$ cat src/rtl/led_matrix_pkg.sv
// Shared constants, scan-state type and pixel helper for the 4x4 LED matrix scanner.
// LED_PWM_EN selects multi-bit PWM pixels; otherwise pixels are 1 bit.
package led_matrix_pkg;
  localparam int unsigned ROWS         = 4;
  localparam int unsigned COLS         = 4;
  localparam int unsigned PIXELS       = ROWS * COLS;
  localparam int unsigned ROW_W        = 2;
  localparam int unsigned COL_W        = 2;
  localparam int unsigned DEF_PWM_BITS = 4;

  // Pixel width for the default PWM_BITS setting
`ifdef LED_PWM_EN
  localparam int unsigned BPP = DEF_PWM_BITS;
`else
  localparam int unsigned BPP = 1;
`endif

  typedef enum logic {
    BLANK = 1'b0,
    ON    = 1'b1
  } scan_state_t;

  function automatic int unsigned pixel_index(input logic [ROW_W-1:0] row,
                                              input logic [COL_W-1:0] col);
    return 32'(row) * COLS + 32'(col);
  endfunction
endpackage

$ cat src/rtl/led_scan_timer.sv
// Row-slot sequencer: BLANK/ON timing, row counter and PWM slice index.
// LED_PWM_EN enables the slice counter; otherwise slice is tied to zero.
module led_scan_timer
  import led_matrix_pkg::*;
#(
  parameter int unsigned ROW_CYCLES   = 4096,
  parameter int unsigned BLANK_CYCLES = 16,
  parameter int unsigned SLICE_BITS   = 1
) (
  input  logic                  clk,
  input  logic                  rst,
  output scan_state_t           state,
  output logic [ROW_W-1:0]      row,
  output logic [SLICE_BITS-1:0] slice,
  output logic                  boundary_c
);
  localparam int unsigned ON_CYCLES = ROW_CYCLES - BLANK_CYCLES;
  localparam int unsigned TW        = $clog2(ROW_CYCLES);

  if (BLANK_CYCLES == 0 || BLANK_CYCLES >= ROW_CYCLES) begin : g_bad_blank
    $error("BLANK_CYCLES must be in 1..ROW_CYCLES-1");
  end

  logic [TW-1:0] timer;
  logic          blank_end_c;
  logic          on_end_c;

  assign blank_end_c = (state == BLANK) && (timer == TW'(BLANK_CYCLES - 1));
  assign on_end_c    = (state == ON) && (timer == TW'(ON_CYCLES - 1));
  // First cycle of row 0 blanking marks the frame boundary
  assign boundary_c  = (state == BLANK) && (row == '0) && (timer == '0);

  always_ff @(posedge clk or posedge rst) begin
    if (rst) begin
      state <= BLANK;
      timer <= '0;
      row   <= '0;
    end else if (blank_end_c) begin
      state <= ON;
      timer <= '0;
    end else if (on_end_c) begin
      state <= BLANK;
      timer <= '0;
      row   <= row + 1'b1;
    end else begin
      timer <= timer + 1'b1;
    end
  end

`ifdef LED_PWM_EN
  localparam int unsigned SLICE_LEN = ON_CYCLES >> SLICE_BITS;
  localparam int unsigned SW        = (SLICE_LEN > 1) ? $clog2(SLICE_LEN) : 1;

  if ((ON_CYCLES % (1 << SLICE_BITS)) != 0) begin : g_bad_on
    $error("ON_CYCLES must be a multiple of 2**PWM_BITS");
  end

  logic [SW-1:0] slice_timer;

  // Slice index advances every SLICE_LEN cycles of the ON phase
  always_ff @(posedge clk or posedge rst) begin
    if (rst) begin
      slice_timer <= '0;
      slice       <= '0;
    end else if ((state == ON) && !on_end_c) begin
      if (slice_timer == SW'(SLICE_LEN - 1)) begin
        slice_timer <= '0;
        slice       <= slice + 1'b1;
      end else begin
        slice_timer <= slice_timer + 1'b1;
      end
    end else begin
      slice_timer <= '0;
      slice       <= '0;
    end
  end
`else
  assign slice = '0;
`endif
endmodule

$ cat src/rtl/led_matrix_scan.sv
// 4x4 LED matrix display stage: frame handshake, double buffer and row scan decode.
// LED_PWM_EN selects PWM_BITS-bit brightness pixels; otherwise 1-bit on/off pixels.
module led_matrix_scan
  import led_matrix_pkg::*;
#(
  parameter int unsigned ROW_CYCLES   = 4096,
  parameter int unsigned BLANK_CYCLES = 16,
  parameter int unsigned PWM_BITS     = DEF_PWM_BITS
) (
  input  logic                                clk,
  input  logic                                rst,
`ifdef LED_PWM_EN
  input  logic [PIXELS*PWM_BITS-1:0]          frame_data,
`else
  input  logic [PIXELS-1:0]                   frame_data,
`endif
  input  logic                                frame_valid,
  output logic                                frame_ready,
  output logic [ROWS-1:0]                     aled,
  output logic [COLS-1:0]                     kled_tri,
  output logic                                frame_sync
);
`ifdef LED_PWM_EN
  localparam int unsigned PIX_BITS = PWM_BITS;
`else
  localparam int unsigned PIX_BITS = 1;
`endif
  localparam int unsigned FW = PIXELS * PIX_BITS;

  if (PWM_BITS == 0) begin : g_bad_pwm
    $error("PWM_BITS must be nonzero");
  end

  scan_state_t         state;
  logic [ROW_W-1:0]    row;
  logic [PIX_BITS-1:0] slice;
  logic                boundary_c;
  logic [FW-1:0]       active;
  logic [FW-1:0]       shadow;
  logic                pending;
  logic                accept_c;
  logic [COLS-1:0]     lit_c;

  led_scan_timer #(
    .ROW_CYCLES  (ROW_CYCLES),
    .BLANK_CYCLES(BLANK_CYCLES),
    .SLICE_BITS  (PIX_BITS)
  ) u_timer (
    .clk       (clk),
    .rst       (rst),
    .state     (state),
    .row       (row),
    .slice     (slice),
    .boundary_c(boundary_c)
  );

  assign accept_c = frame_valid && frame_ready;

  // Shadow fills on accept; it moves to active only at a frame boundary
  always_ff @(posedge clk or posedge rst) begin
    if (rst) begin
      active      <= '0;
      shadow      <= '0;
      pending     <= 1'b0;
      frame_ready <= 1'b1;
    end else begin
      if (boundary_c && pending) begin
        active      <= shadow;
        pending     <= 1'b0;
        frame_ready <= 1'b1;
      end
      if (accept_c) begin
        shadow      <= frame_data;
        pending     <= 1'b1;
        frame_ready <= 1'b0;
      end
    end
  end

  // A column is lit while its pixel value exceeds the current slice index
  always_comb begin
    lit_c = '0;
    for (int c = 0; c < COLS; c++) begin
      lit_c[c] = active[PIX_BITS*pixel_index(row, COL_W'(c)) +: PIX_BITS] > slice;
    end
  end

  always_ff @(posedge clk or posedge rst) begin
    if (rst) begin
      aled       <= '0;
      kled_tri   <= '0;
      frame_sync <= 1'b0;
    end else begin
      frame_sync <= boundary_c;
      if (state == ON) begin
        aled     <= ROWS'(1) << row;
        kled_tri <= lit_c;
      end else begin
        aled     <= '0;
        kled_tri <= '0;
      end
    end
  end
endmodule

$ cat config.mk
export PLATFORM = sky130hd
export DESIGN_NAME = led_matrix_scan
export DESIGN_NICKNAME = d
export VERILOG_FILES = /design/src/rtl/led_matrix_pkg.sv /design/src/rtl/led_scan_timer.sv /design/src/rtl/led_matrix_scan.sv
export SDC_FILE = /design/constraint.sdc
export NUM_CORES = 1
export LEC_CHECK = 0
export CORE_ASPECT_RATIO = 0.7
export CORE_MARGIN = 3
export CORE_UTILIZATION = 50
export DETAILED_ROUTE_END_ITERATION = 12
export GPL_TIMING_DRIVEN = 0
export HOLD_SLACK_MARGIN = 0.12
export PLACE_DENSITY = 0.8
export SETUP_SLACK_MARGIN = 0.3
export SLEW_MARGIN = 20
export SYNTH_ARGS = -nofsm -noshare
export SYNTH_HDL_FRONTEND = slang
export SYNTH_SLANG_ARGS = --single-unit
$ cat constraint.sdc
create_clock -name clk -period 1.9 [get_ports clk]
set_input_delay 0.285 -clock clk [delete_from_list [all_inputs] [get_ports clk]]
set_output_delay 0.285 -clock clk [all_outputs]
set_load 0.005 [all_outputs]
## Yosys cells after proc, flatten, opt, wreduce, memory -nomap -nowiden

Index checks and enable logic that the tools add are counted.

| word-level totals | value |
|---|---|
| flip-flop bits (word level) | 58 |
| latch bits | 0 |
| bits in writable memories | 0 |
| memory bits (read-only) | 0 |
| bits of input ports | 19 |
| output and inout port bits | 10 |
| memories kept | 0 |

| operators by class | value |
|---|---|
| $add $sub $neg | 5 |
| multipliers | 0 |
| divide/modulo/power cells | 0 |
| order comparisons | 4 |
| eq/ne operators | 2 |
| shift-type cells | 5 |
| multiplexer cells | 10 |
| bitwise gates (word level) | 2 |
| reductions and logical operators | 11 |

Operators with widths:

| kind | number |
|---|---|
| 16-bit by 6-bit indexed part select with 1-bit output | 3 |
| 12-bit two-way mux | 2 |
| 16-bit by 5-bit indexed part select with 1-bit output | 1 |
| 12-bit by 1-bit adder with 12-bit output, second input constant | 1 |
| 12-bit equality test, second input constant | 1 |
| 12-bit by 4-bit equality test with 1-bit output, second input constant | 1 |
| 12-bit zero test | 1 |
| 4-bit by 2-bit adder with 5-bit output, second input constant | 2 |
| 4-bit two-way mux | 2 |
| 1-bit logical AND | 6 |
| 1-bit two-way mux | 6 |
| 4-bit by 1-bit adder with 5-bit output, second input constant | 1 |
| 1-bit > comparator, second input constant | 4 |
| 2-bit nonzero test | 2 |
| 1-bit by 2-bit left shift with 4-bit output, first input constant | 1 |
| 2-bit by 1-bit adder with 2-bit output, second input constant | 1 |
| 2-bit zero test | 1 |
| 1-bit NOT | 2 |
| 2-bit AND reduction | 1 |

## Logic depth before layout (Yosys ltp)

Gate-level depths: netlist of run 1.

| depth | value |
|---|---|
| word-level depth | 6 |
| mapped depth | 7 |

## By module

A second synthesis of run 1 with hierarchy kept.

| second synthesis, totals | value |
|---|---|
| cells, all modules | 183 |
| area, all modules | 2506.2 um2 |

Modules (own cells, without submodules):

| module | times used | cells an instance | area each (um2) |
|---|---|---|---|
| led_matrix_scan | 1 | 104 | 1735.4 |
| led_scan_timer | 1 | 79 | 770.7 |

## Least setup slack after synthesis of run 1

No wires, ideal clock.

| timing path | value |
|---|---|
| kind | register to register |
| from | reg u_timer.timer[7] |
| to | reg active[0] |
| arrival | 1907 ps |
| slack | -132 ps |
| cell stages (with the launch flop) | 6 |
| clock period less this slack | 2032 ps |
| cells stage by stage | dfrtp_1 or4_4 nor4_4 nand3_4 buf_6 mux2_4 |

| between the ends | value |
|---|---|
| cells in the longest elaborated chain, start to end | 3 |

RTL lines:

| what | line | source |
|---|---|---|
| start: declaration | led_scan_timer.sv:24 | `logic [TW-1:0] timer;` |
| start signal: assignment | led_scan_timer.sv:46 | `timer <= timer + 1'b1;` |
| 12-bit zero test | led_scan_timer.sv:31 | `assign boundary_c = (state == BLANK) && (row == '0) && (timer == '0);` |
| 1-bit logical AND | led_scan_timer.sv:31 |  |
| 1-bit logical AND | led_matrix_scan.sv:67 | `if (boundary_c && pending) begin` |
| end signal: assignment | led_matrix_scan.sv:68 | `active <= shadow;` |
| end: declaration | led_matrix_scan.sv:38 | `logic [FW-1:0] active;` |

No other way between the ends.
A chain may end at the register's enable or synchronous reset.

## Worst setup path in the final report of run 1

| timing path | value |
|---|---|
| from | reg u_timer.timer[11] |
| to | reg active[2] |

The elaborated chain is that of the path after synthesis.

==> results.tsv, run 1 <==
metric	value	unit
dpl.cell_count	269	
die_x	90.3	um
violations	setup timing	
setup_violations	18	
p_leak	0.00155	uW
rows	20	
critPathSlowestCell	or4_4	
grt_pass1_vias	1714	
start_util	0.546	
cp.required	2110	ps
io_buffer_count	28	
peakVddDrop	0.575	mV
cp.depth	5	
drv_cap	0	
power.density	778	mW/mm^2
gr-usage-all-layers	0.219	
path_clk_slew	70	ps
synth_area	0.00249	mm^2
viasPerCell	5.42	
cts_sinks	58	
finalCritPeriodShare	1.05	
synth_ff_type	dfrtp_1	
fill_cells	276	
num_vias	1632	
drt_iter0_markers	226	
dieArea	0.00587	mm^2
dp_hpwl	3.21	mm
run_status	finished, violations left	
ant_nets	0	
critical_path.top_delay_family	simple AND/OR/NAND/NOR gates	
worstMarginPinSlew	584	ps
syn-num-nets	199	
yosysTopAreaCellShare	0.573	
slew_viol_final	0	
finalClockSkew	13.2	ps
dr.pass1.iters	4	
clock-root-buffer	clkbuf_8	
drc	0	
yosys_warnings	0	
synth.distinct_cells	30	
sw_frac_of_total	0.211	
synthTopCellsByCount	57 x dfrtp_1, 24 x mux2_2, 12 x nor2_1	
path_buf_inv	1	
power	2610	uW
hold_path.class	input pin to async pin	
cts_buffers	9	
p_sw	549	uW
finalWorstSetupSlack	-90.1	ps
fp.coreArea	0.00455	mm^2
clock_power_share	0.458	
tns	-914	ps
netlist_instances	174	
syn_to_final_growth	34.7	%
fin_nets	255	
worst_setup_path_start_kind	flip-flop	
instances_no_fill	301	
fp.dieH	65.0	um
io_pins	29	
cpPeakStageDelay	550	ps
p_int	2060	uW
path_max_fanout	10	
routedWlPerCell	19.9	um
cts_tree	yes	
grt_pass1_wl	9.39	mm
critPathCaptureType	flip-flop	
path_cells	or4_4 > nor4_4 > nand3_4 > buf_12 > mux2_4	
post_synth.cell_area_avg	14.3	um^2
synth_edf_count	0	
antenna_found_initial	0	
yosysTopAreaCell	dfrtp_1	
arrival	2200	ps
hold_slack	350	ps
clock_path_buffers	2	
synth_seq_cells	58	
rsz0062_at_grt	true	
slew-limit-headroom	0.610	
synthArstFlopShare	1.00	
gr-total-overflow	0	
htree_levels	3	
seq_area_frac_synth	0.584	
fmax	502	MHz
diodes	0	
drive_above_1_share	0.413	
postCtsHoldBufs	0	
worstSkewPairLatency	340	ps
synth_area_leaders	dfrtp_1 57%, mux2_2 11%, mux2_4 5.4%, mux4_2 3.6%, ha_1 3.0%	
grt_max_degree	35	
p_comb_frac	0.043	
yosys.cell_count.top_type	dfrtp_1	
reg2reg_depth	5	
routed_wl	5.98	mm
power.sequential.fraction	0.500	
crit_type	flip-flop to flip-flop	
gp_congestion	0.839	
hold_viol_final	0	
period_needed	1990	ps
cell usage in the layout (no fill, tap or decap), types with 2 or more instances in the layout:
master and n:
and2_1 9, and3_1 2, buf_12 2, buf_4 13, buf_6 3, buf_8 3
clkbuf_1 3, clkbuf_8 12, clkdlybuf4s50_1 27, dfrtp_1 55, dfrtp_2 2, ha_1 6
inv_1 5, mux2_2 23, mux2_4 10, mux4_2 4, nand2_1 3, nand3_1 2
nand4_1 6, nor2_1 2, nor2_2 3, nor2_4 7, nor3_1 3, xnor2_1 6
xor2_1 5
final timing paths:
kind / endpoint / startpoint / slack [ps]
worst max-delay path: active[2]$_DFFE_PP0P_ / u_timer.timer[11]$_DFF_PP0_ / -90
worst min-delay path: u_timer.timer[11]$_DFF_PP0_ / rst / 350
worst max register to register: active[2]$_DFFE_PP0P_ / u_timer.timer[11]$_DFF_PP0_ / -90
worst min register to register: frame_ready$_DFFE_PP1P_ / frame_ready$_DFFE_PP1P_ / 490
max in group asynchronous: frame_ready$_DFFE_PP1P_ / rst / 920
min in group clk: frame_ready$_DFFE_PP1P_ / frame_ready$_DFFE_PP1P_ / 490
what timing repair did:
action	CTS	global route
endpoints found under the setup margin	41	42
pin swaps	6	3
gates resized for setup	25	18
buffers inserted	10	5
cloned	1	0
power by group through the flow:
stage / Clock, uW / Combinational (uW) / Sequential (uW)
3_5_place_dp: 0 / 111 / 1320
2_1_floorplan: 0 / 54.6 / 1310
6_report: 1190 / 111 / 1300
4_1_cts: 1200 / 112 / 1300
3_3_place_gp: 0 / 97.8 / 1320
5_1_grt: 1270 / 124 / 1310
cells by family after synthesis:
kind of cell | share of synthesized area
muxes | 0.203
and+or+nand+nor | 0.112
buffers and inverters | 0.0231
AOI/OAI and AO/OA | 0.00855
DFF | 0.584
xor gates and xnor gates | 0.0387
adders and majority gates | 0.0302
registers in the layout, summed over array words and instances, names as in the netlist:
register and count:
shadow 16, active 16, pending 1, u_timer.state 1, u_timer.timer 12, frame_ready 1, frame_sync 1, aled 4
u_timer.row 2, kled_tri 4
cell type report:
type	count	area, um^2	area share
buffer	7	73.8	0.0220
clock buffer	14	173	0.0515
clock inverter	2	35.0	0.0105
tap	66	82.6	0.0246
timing repair buffer	45	438	0.131
sequential	58	1460	0.434
multi-input combinational	103	1070	0.319
inverter	6	26.3	0.00784
per-stage QoR:
step / instance area (um^2) / worst slack, ps / utilization
floorplan: 2520 / -44.0 / -
CTS: 3260 / -81.7 / 0.716
finish: 3350 / -90.1 / 0.736
global placement: 2880 / -201 / 0.632
detailed placement: 2900 / -216 / 0.637
global route: 3350 / -125 / 0.736
layer usage:
layer	wire length [um]	global-route usage	part of all wire	up-vias
met3	476	0.0998	0.080	21
met4	223	0.0840	0.037	0
met2	2780	0.345	0.46	88
met1	2500	0.267	0.42	813
met5	0	0	0	-
li1	-	-	-	710
(Power assumes the default switching activity.)
==> inputs of run 2 (changes only) <==
SYNTH_HIERARCHICAL = 1   (was default)
==> run 2 against run 1 <==
The run now ends clean. Die area rose by 0.70%. Cell count increased by 1.0%. Utilization is 3.7 points lower. Critical path depth rose by 1. Clock power fell by 19%. Synthesized cell count grew 5.2%. Global-route usage is 4.0 points lower. Clock skew shrank 7.1 ps. Count of clock-buffer cells in the layout down 3. First-iteration DRC count shrank 68%. Flip-flop and latch count unchanged. Combinational power grew 120%. Largest cell class unchanged.
==> results.tsv, run 2 <==
metric	value	unit	change
worstSkewPairLatency	330	ps	about the same
syn-num-nets	205		+3.0%
seq_area_frac_synth	0.580		-0.00437
postCtsHoldBufs	0		unchanged
power.density	814	mW/mm^2	+4.7%
fp.dieH	65.2	um	+0.35%
path_max_fanout	10		unchanged
worstMarginPinSlew	597	ps	+12.9 ps
cts_sinks	58		unchanged
synthMuxAreaShare	0.209		+0.00547
synth_area_leaders	dfrtp_1 57%, mux2_4 11%, mux2_2 6.3%, mux2i_1 3.2%, xnor2_1 3.1%		
cts_buffers	9		unchanged
die_x	90.6	um	+0.35%
cp.required	2110	ps	about the same
final_common_cell	dfrtp_1		
dieArea	0.00591	mm^2	+0.70%
path_cells	nor4_2 > nand3_1 > nor4_4 > nand2_4 > buf_12 > mux2_4		
r2r_start	u_timer/timer[8]$_DFF_PP0_		
yosys.cell_count.top_type	dfrtp_1		
grt_max_degree	27		-23%
r2r-end	active[2]$_DFFE_PP0P_		
diodes	0		unchanged
dp_hpwl	3.14	mm	-2.4%
fill_cells	343		+24%
gr-usage-all-layers	0.179		-0.0397
antenna_found_initial	0		unchanged
rsz0062_at_grt	true		
synth.distinct_cells	33		+10%
final_cell_mix	54 x dfrtp_1, 27 x clkdlybuf4s50_1, 19 x mux2_4		
critPathSlowestCell	dfrtp_1		
synth_area	0.00251	mm^2	+0.75%
yosysTopAreaCellShare	0.569		-0.00429
synth_adder_area_share	0.0150		-0.0152
ant_nets	0		unchanged
synth_edf_count	0		unchanged
fmax	557	MHz	+11%
yosys_warnings	6		+6
io_pins	29		unchanged
arrival	2010	ps	-190 ps
run_status	completed		
clock_path_buffers	2		unchanged
reg2reg_slack	100	ps	+190 ps
slew_viol_final	0		unchanged
peakVddDrop	0.557	mV	-3.0%
dr.pass1.iters	4		unchanged
cpPeakStageDelay	390	ps	-160 ps
hold_slack	292	ps	-58.0 ps
period_needed	1800	ps	-194 ps
crit_type	flip-flop to flip-flop		
finalCritPeriodShare	0.945		-0.102
gp_congestion	0.836		-0.35%
syn_to_final_growth	27.7	%	
synth_top_family_by_area	multiplexers		
io_buffer_count	28		unchanged
p_leak	0.00149	uW	-3.9%
path_buf_inv	1		unchanged
netlist_instances	183		+5.2%
routed_wl	4.69	mm	-22%
crit_path_start	u_timer/timer[8]$_DFF_PP0_		
place_area	0.00291	mm^2	+0.26%
htree_levels	3		unchanged
fp.coreArea	0.00458	mm^2	+0.55%
grt_pass1_vias	1615		-5.8%
reg2reg_depth	6		+1
synthSimpleGateAreaFrac	0.0989		-0.0133
synth_compound_area_frac	0.0220		+0.0134
synthTopCellsByCount	57 x dfrtp_1, 19 x mux2_4, 15 x nor2_1		
viasPerCell	5.05		-6.9%
slew-limit-headroom	0.602		-0.00820
rows	20		unchanged
synth_ff_type	dfrtp_1		
top_regs	active x16, shadow x16, u_timer/timer x12		
fin_nets	255		unchanged
dp_slack	-146	ps	+69.9 ps
finalClockSkew	6.14	ps	-7.08 ps
path_clk_slew	70	ps	about the same
setup_violations	0		-18
hold_path.class	input pin to async pin		
routedWlPerCell	15.4	um	-22%
clock-root-buffer	clkbuf_8		
final_area	0.00320	mm^2	-4.5%
critPathCaptureType	flip-flop		
drv_cap	0		unchanged
gr-total-overflow	0		unchanged
yosysTopAreaCell	dfrtp_1		
start_util	0.547		+0.00111
finalWorstSetupSlack	104	ps	+194 ps
hold_viol_final	0		unchanged
cts_tree	yes		
drt_iter0_markers	73		-68%
tns	0	ps	+914 ps
synth_xor_area_frac	0.0384		-0.000290
drive_above_1_share	0.349		-0.0640
worst_setup_path_start_kind	flip-flop		
synth_seq_cells	58		unchanged
critical_path.top_delay_family	simple AND/OR/NAND/NOR gates		
num_vias	1534		-6.0%
grt_pass1_wl	7.94	mm	-15%
drc	0		unchanged
synthArstFlopShare	1.00		unchanged
post_synth.cell_area_avg	13.7	um^2	-4.2%
==> run 2: changes by cell type after synthesis, sizes merged, moves of 4 or more <==
cell and change:
clkbuf -5, nor2 +4, inv +5, and2 -10, mux2i +7, o22ai +5, nand2 +4, mux4 -4
nand4 -4
==> run 2: worst max path at each step <==
stage | endpoint | cells past startpoint
detailed placement | active[5]$_DFFE_PP0P_ | 6
global placement | shadow[15]$_DFFE_PP0P_ | 2
global route | active[4]$_DFFE_PP0P_ | 6
floorplan | active[0]$_DFFE_PP0P_ | 6
CTS | active[2]$_DFFE_PP0P_ | 6
finish | active[2]$_DFFE_PP0P_ | 6
==> run 2: repair_timing <==
action,CTS,global route
gates cloned,1,0
endpoints found under the setup margin,28,30
buffers inserted,7,2
pin swaps,5,5
resized for setup,8,6
==> run 2: report_power, final <==
group	total, uW	switching [uW]	leakage, uW	internal [uW]
Combinational	240	77.0	0.000662	163
Sequential	1400	58.8	0.000744	1340
Clock	965	464	0.0000851	501
Total	2610	600	0.00149	2010
==> run 2: final cells by class <==
class | instances | area [um^2] | share of cell area
clock inverters | 5 | 30.0 | 0.00938
inverters | 11 | 41.3 | 0.0129
well taps | 66 | 82.6 | 0.0258
plain buffers | 5 | 57.6 | 0.0180
clock buffers | 11 | 141 | 0.0442
flip-flops and latches | 58 | 1460 | 0.455
multi-input cells | 109 | 1010 | 0.315
repair buffers | 39 | 382 | 0.119
==> run 2: metal layers <==
layer,global-route usage,share of wire,up-vias
li1,-,-,726
met1,0.252,0.49,764
met2,0.250,0.44,40
met3,0.0732,0.061,4
met4,0.0630,0.0073,0
met5,0,0,-
==> run 2: per-stage QoR <==
| step | utilization | instances | power, uW |
|---|---|---|---|
| floorplan | - | 183 | 1570 |
| global placement | 0.631 | 277 | 1640 |
| detailed placement | 0.635 | 278 | 1660 |
| CTS | 0.691 | 302 | 2640 |
| global route | 0.699 | 304 | 2730 |
| finish | 0.699 | 304 | 2610 |
==> run 2: cell families (layout without fill, tap and decap cells) <==
logic type,count (synthesis),after routing
AOI/OAI and AO/OA,9,9
xor gates and xnor gates,11,11
buffers and inverters,16,71
and+or+nand+nor,44,44
adders and majority gates,3,3
DFF,58,58
muxes,41,41
other,1,1
==> inputs of run 3 (changes only) <==
CORE_UTILIZATION = 59   (was 50)
PLACE_DENSITY = 0.88   (was 0.8)
clock period = 2.1 ns   (was 1.9 ns; I/O delays follow)
==> run 3 against run 2 <==
Maximum frequency is 4.0% lower. Clock skew is 2.7 ps higher. First-iteration DRC count is 37% higher. Via count is 3.3% higher. Non-clock buffer count is 3 lower. Clock power is 2% higher. Cell count is 5.6% lower. Sequential share of layout area is 0.76 points higher. Total power is 5.1% lower. Flip-flop and latch count stayed put. Worst hold slack better by 77 ps. Critical path type unchanged. Largest power group unchanged. Highest routed layer unchanged.
==> results.tsv, run 3 (synthesis gave the netlist of run 2 again) <==
metric	value	unit	change
num_vias	1585		+3.3%
hold_viol_final	0		unchanged
r2r-end	active[4]$_DFFE_PP0P_		
grt_pass1_wl	8.55	mm	+7.7%
critPathSlowestCell	dfrtp_1		
run_status	completed		
crit_path_start	u_timer/timer[9]$_DFF_PP0_		
diodes	0		unchanged
gr-usage-all-layers	0.231		+0.0519
clock_power_share	0.397		+0.027
io_pins	29		unchanged
hold_slack	369	ps	+76.9 ps
dieArea	0.00508	mm^2	-14%
cpPeakStageDelay	400	ps	about the same
path_max_fanout	10		unchanged
cts_sinks	58		unchanged
drt_iter0_markers	100		+37%
worstSkewPairLatency	340	ps	about the same
p_int	1900	uW	-5.2%
htree_levels	3		unchanged
antenna_found_initial	0		unchanged
clock_path_buffers	2		unchanged
worst_setup_path_start_kind	flip-flop		
reg2reg_depth	6		unchanged
final_common_cell	dfrtp_1		
dpl.cell_count	264		-5.0%
gr-total-overflow	0		unchanged
p_comb_frac	0.089		-0.003
ant_nets	0		unchanged
final_area	0.00315	mm^2	-1.7%
critical_path.top_delay_family	simple AND/OR/NAND/NOR gates		
io_buffer_count	28		unchanged
p_sw	572	uW	-4.6%
drive_above_1_share	0.323		-0.0253
grt_pass1_vias	1690		+4.6%
clock-root-buffer	clkbuf_8		
peakVddDrop	0.715	mV	+28%
dp_hpwl	3.52	mm	+12%
fp.coreArea	0.00399	mm^2	-13%
dr.pass1.iters	4		unchanged
top_regs	active x16, shadow x16, u_timer/timer x12		
finalClockSkew	8.86	ps	+2.71 ps
drc	0		unchanged
syn_to_final_growth	25.5	%	
fill_cells	216		-37%
power.density	786	mW/mm^2	-3.4%
instances_no_fill	287		-5.6%
setup_violations	0		unchanged
fmax	535	MHz	-4.0%
finalCritPeriodShare	0.891		-0.0547
rsz0062_at_grt	true		
routed_wl	5.43	mm	+16%
routedWlPerCell	18.9	um	+23%
worstMarginPinSlew	589	ps	-7.41 ps
cts_buffers	9		unchanged
grt_max_degree	23		-15%
viasPerCell	5.52		+9.4%
p_leak	0.00148	uW	-0.91%
reg2reg_slack	230	ps	+130 ps
cts_tree	yes		
slew-limit-headroom	0.607		+0.00495
sw_frac_of_total	0.231		+0.00117
power.sequential.fraction	0.514		-0.024
r2r_start	u_timer/timer[9]$_DFF_PP0_		
critPathCaptureType	flip-flop		
postLayoutCoreUtil	0.788		+0.0887
tns	0	ps	unchanged
die_x	83.9	um	-7.4%
slew_viol_final	0		unchanged
arrival	2090	ps	+80 ps
drv_cap	0		unchanged
place_area	0.00290	mm^2	-0.34%
hold_path.class	input pin to async pin		
path_cells	nor4_1 > nand3_1 > nor4_4 > nand2_2 > buf_8 > mux2_4		
rows	19		-5.0%
fin_nets	252		-1.2%
fp.dieH	60.5	um	-7.2%
cp.required	2320	ps	+210 ps
start_util	0.628		+0.0802
final_cell_mix	55 x dfrtp_1, 28 x clkdlybuf4s50_1, 19 x mux2_4		
path_buf_inv	1		unchanged
gp_congestion	0.859		+2.7%
period_needed	1870	ps	+74.1 ps
crit_type	flip-flop to flip-flop		
path_clk_slew	70	ps	about the same
==> run 3: cell count changes in the layout (fill, tap and decap cells not counted), moves of 2 or more <==
cell,delta
a21oi_1,+2
a21oi_2,-2
buf_12,-2
buf_6,-2
==> run 3: what timing repair did <==
item | 4_1_cts | 5_1_grt
hold buffers | 0 | 0
endpoints found under the setup margin | 16 | 27
pin swaps | 4 | 4
gates resized for setup | 0 | 4
buffers inserted | 5 | 2
==> run 3: how the worst max path moves through the flow <==
| stage | cells past startpoint | slack, ps | endpoint |
|---|---|---|---|
| after CTS | 6 | 190 | active[4]$_DFFE_PP0P_ |
| after floorplan | 6 | 290 | active[0]$_DFFE_PP0P_ |
| after global routing | 4 | 210 | u_timer/row[1]$_DFFE_PP0P_ |
| final | 6 | 230 | active[4]$_DFFE_PP0P_ |
| after detailed placement | 6 | 40 | active[2]$_DFFE_PP0P_ |
| after global placement | 2 | 40 | shadow[15]$_DFFE_PP0P_ |
==> run 3: stage by stage <==
step	setup slack (ps)	power (uW)
after global placement	41.3	1480
after floorplan	289	1420
final	230	2470
after detailed placement	37.3	1510
after CTS	193	2500
after global routing	209	2560
==> run 3: power by group through the flow <==
stage	Clock (uW)	Sequential [uW]	Combinational, uW
floorplan	0	1270	149
global placement	0	1280	199
CTS	991	1280	228
detailed placement	0	1290	220
global route	1050	1280	236
finish	981	1270	220
==> run 3: layout make-up <==
class                           instances  area [um^2]  share of cell area
Buffer                                  5         52.6              0.0167
Clock buffer                           10          128              0.0406
Clock inverter                          6         57.6              0.0183
Inverter                               11         41.3              0.0131
Multi-Input combinational cell        109          986               0.313
Sequential cell                        58         1460               0.463
Tap cell                               52         65.1              0.0207
Timing Repair Buffer                   36          360               0.115
==> run 3: layer usage <==
layer  wire, um  global-route usage  part of all wire  up-vias
li1           -                   -                 -      724
met1       2420               0.284              0.44      809
met2       2700               0.388              0.50       45
met3        242              0.0773             0.045        7
met4         65              0.0963             0.012        0
met5          0                   0                 0        -
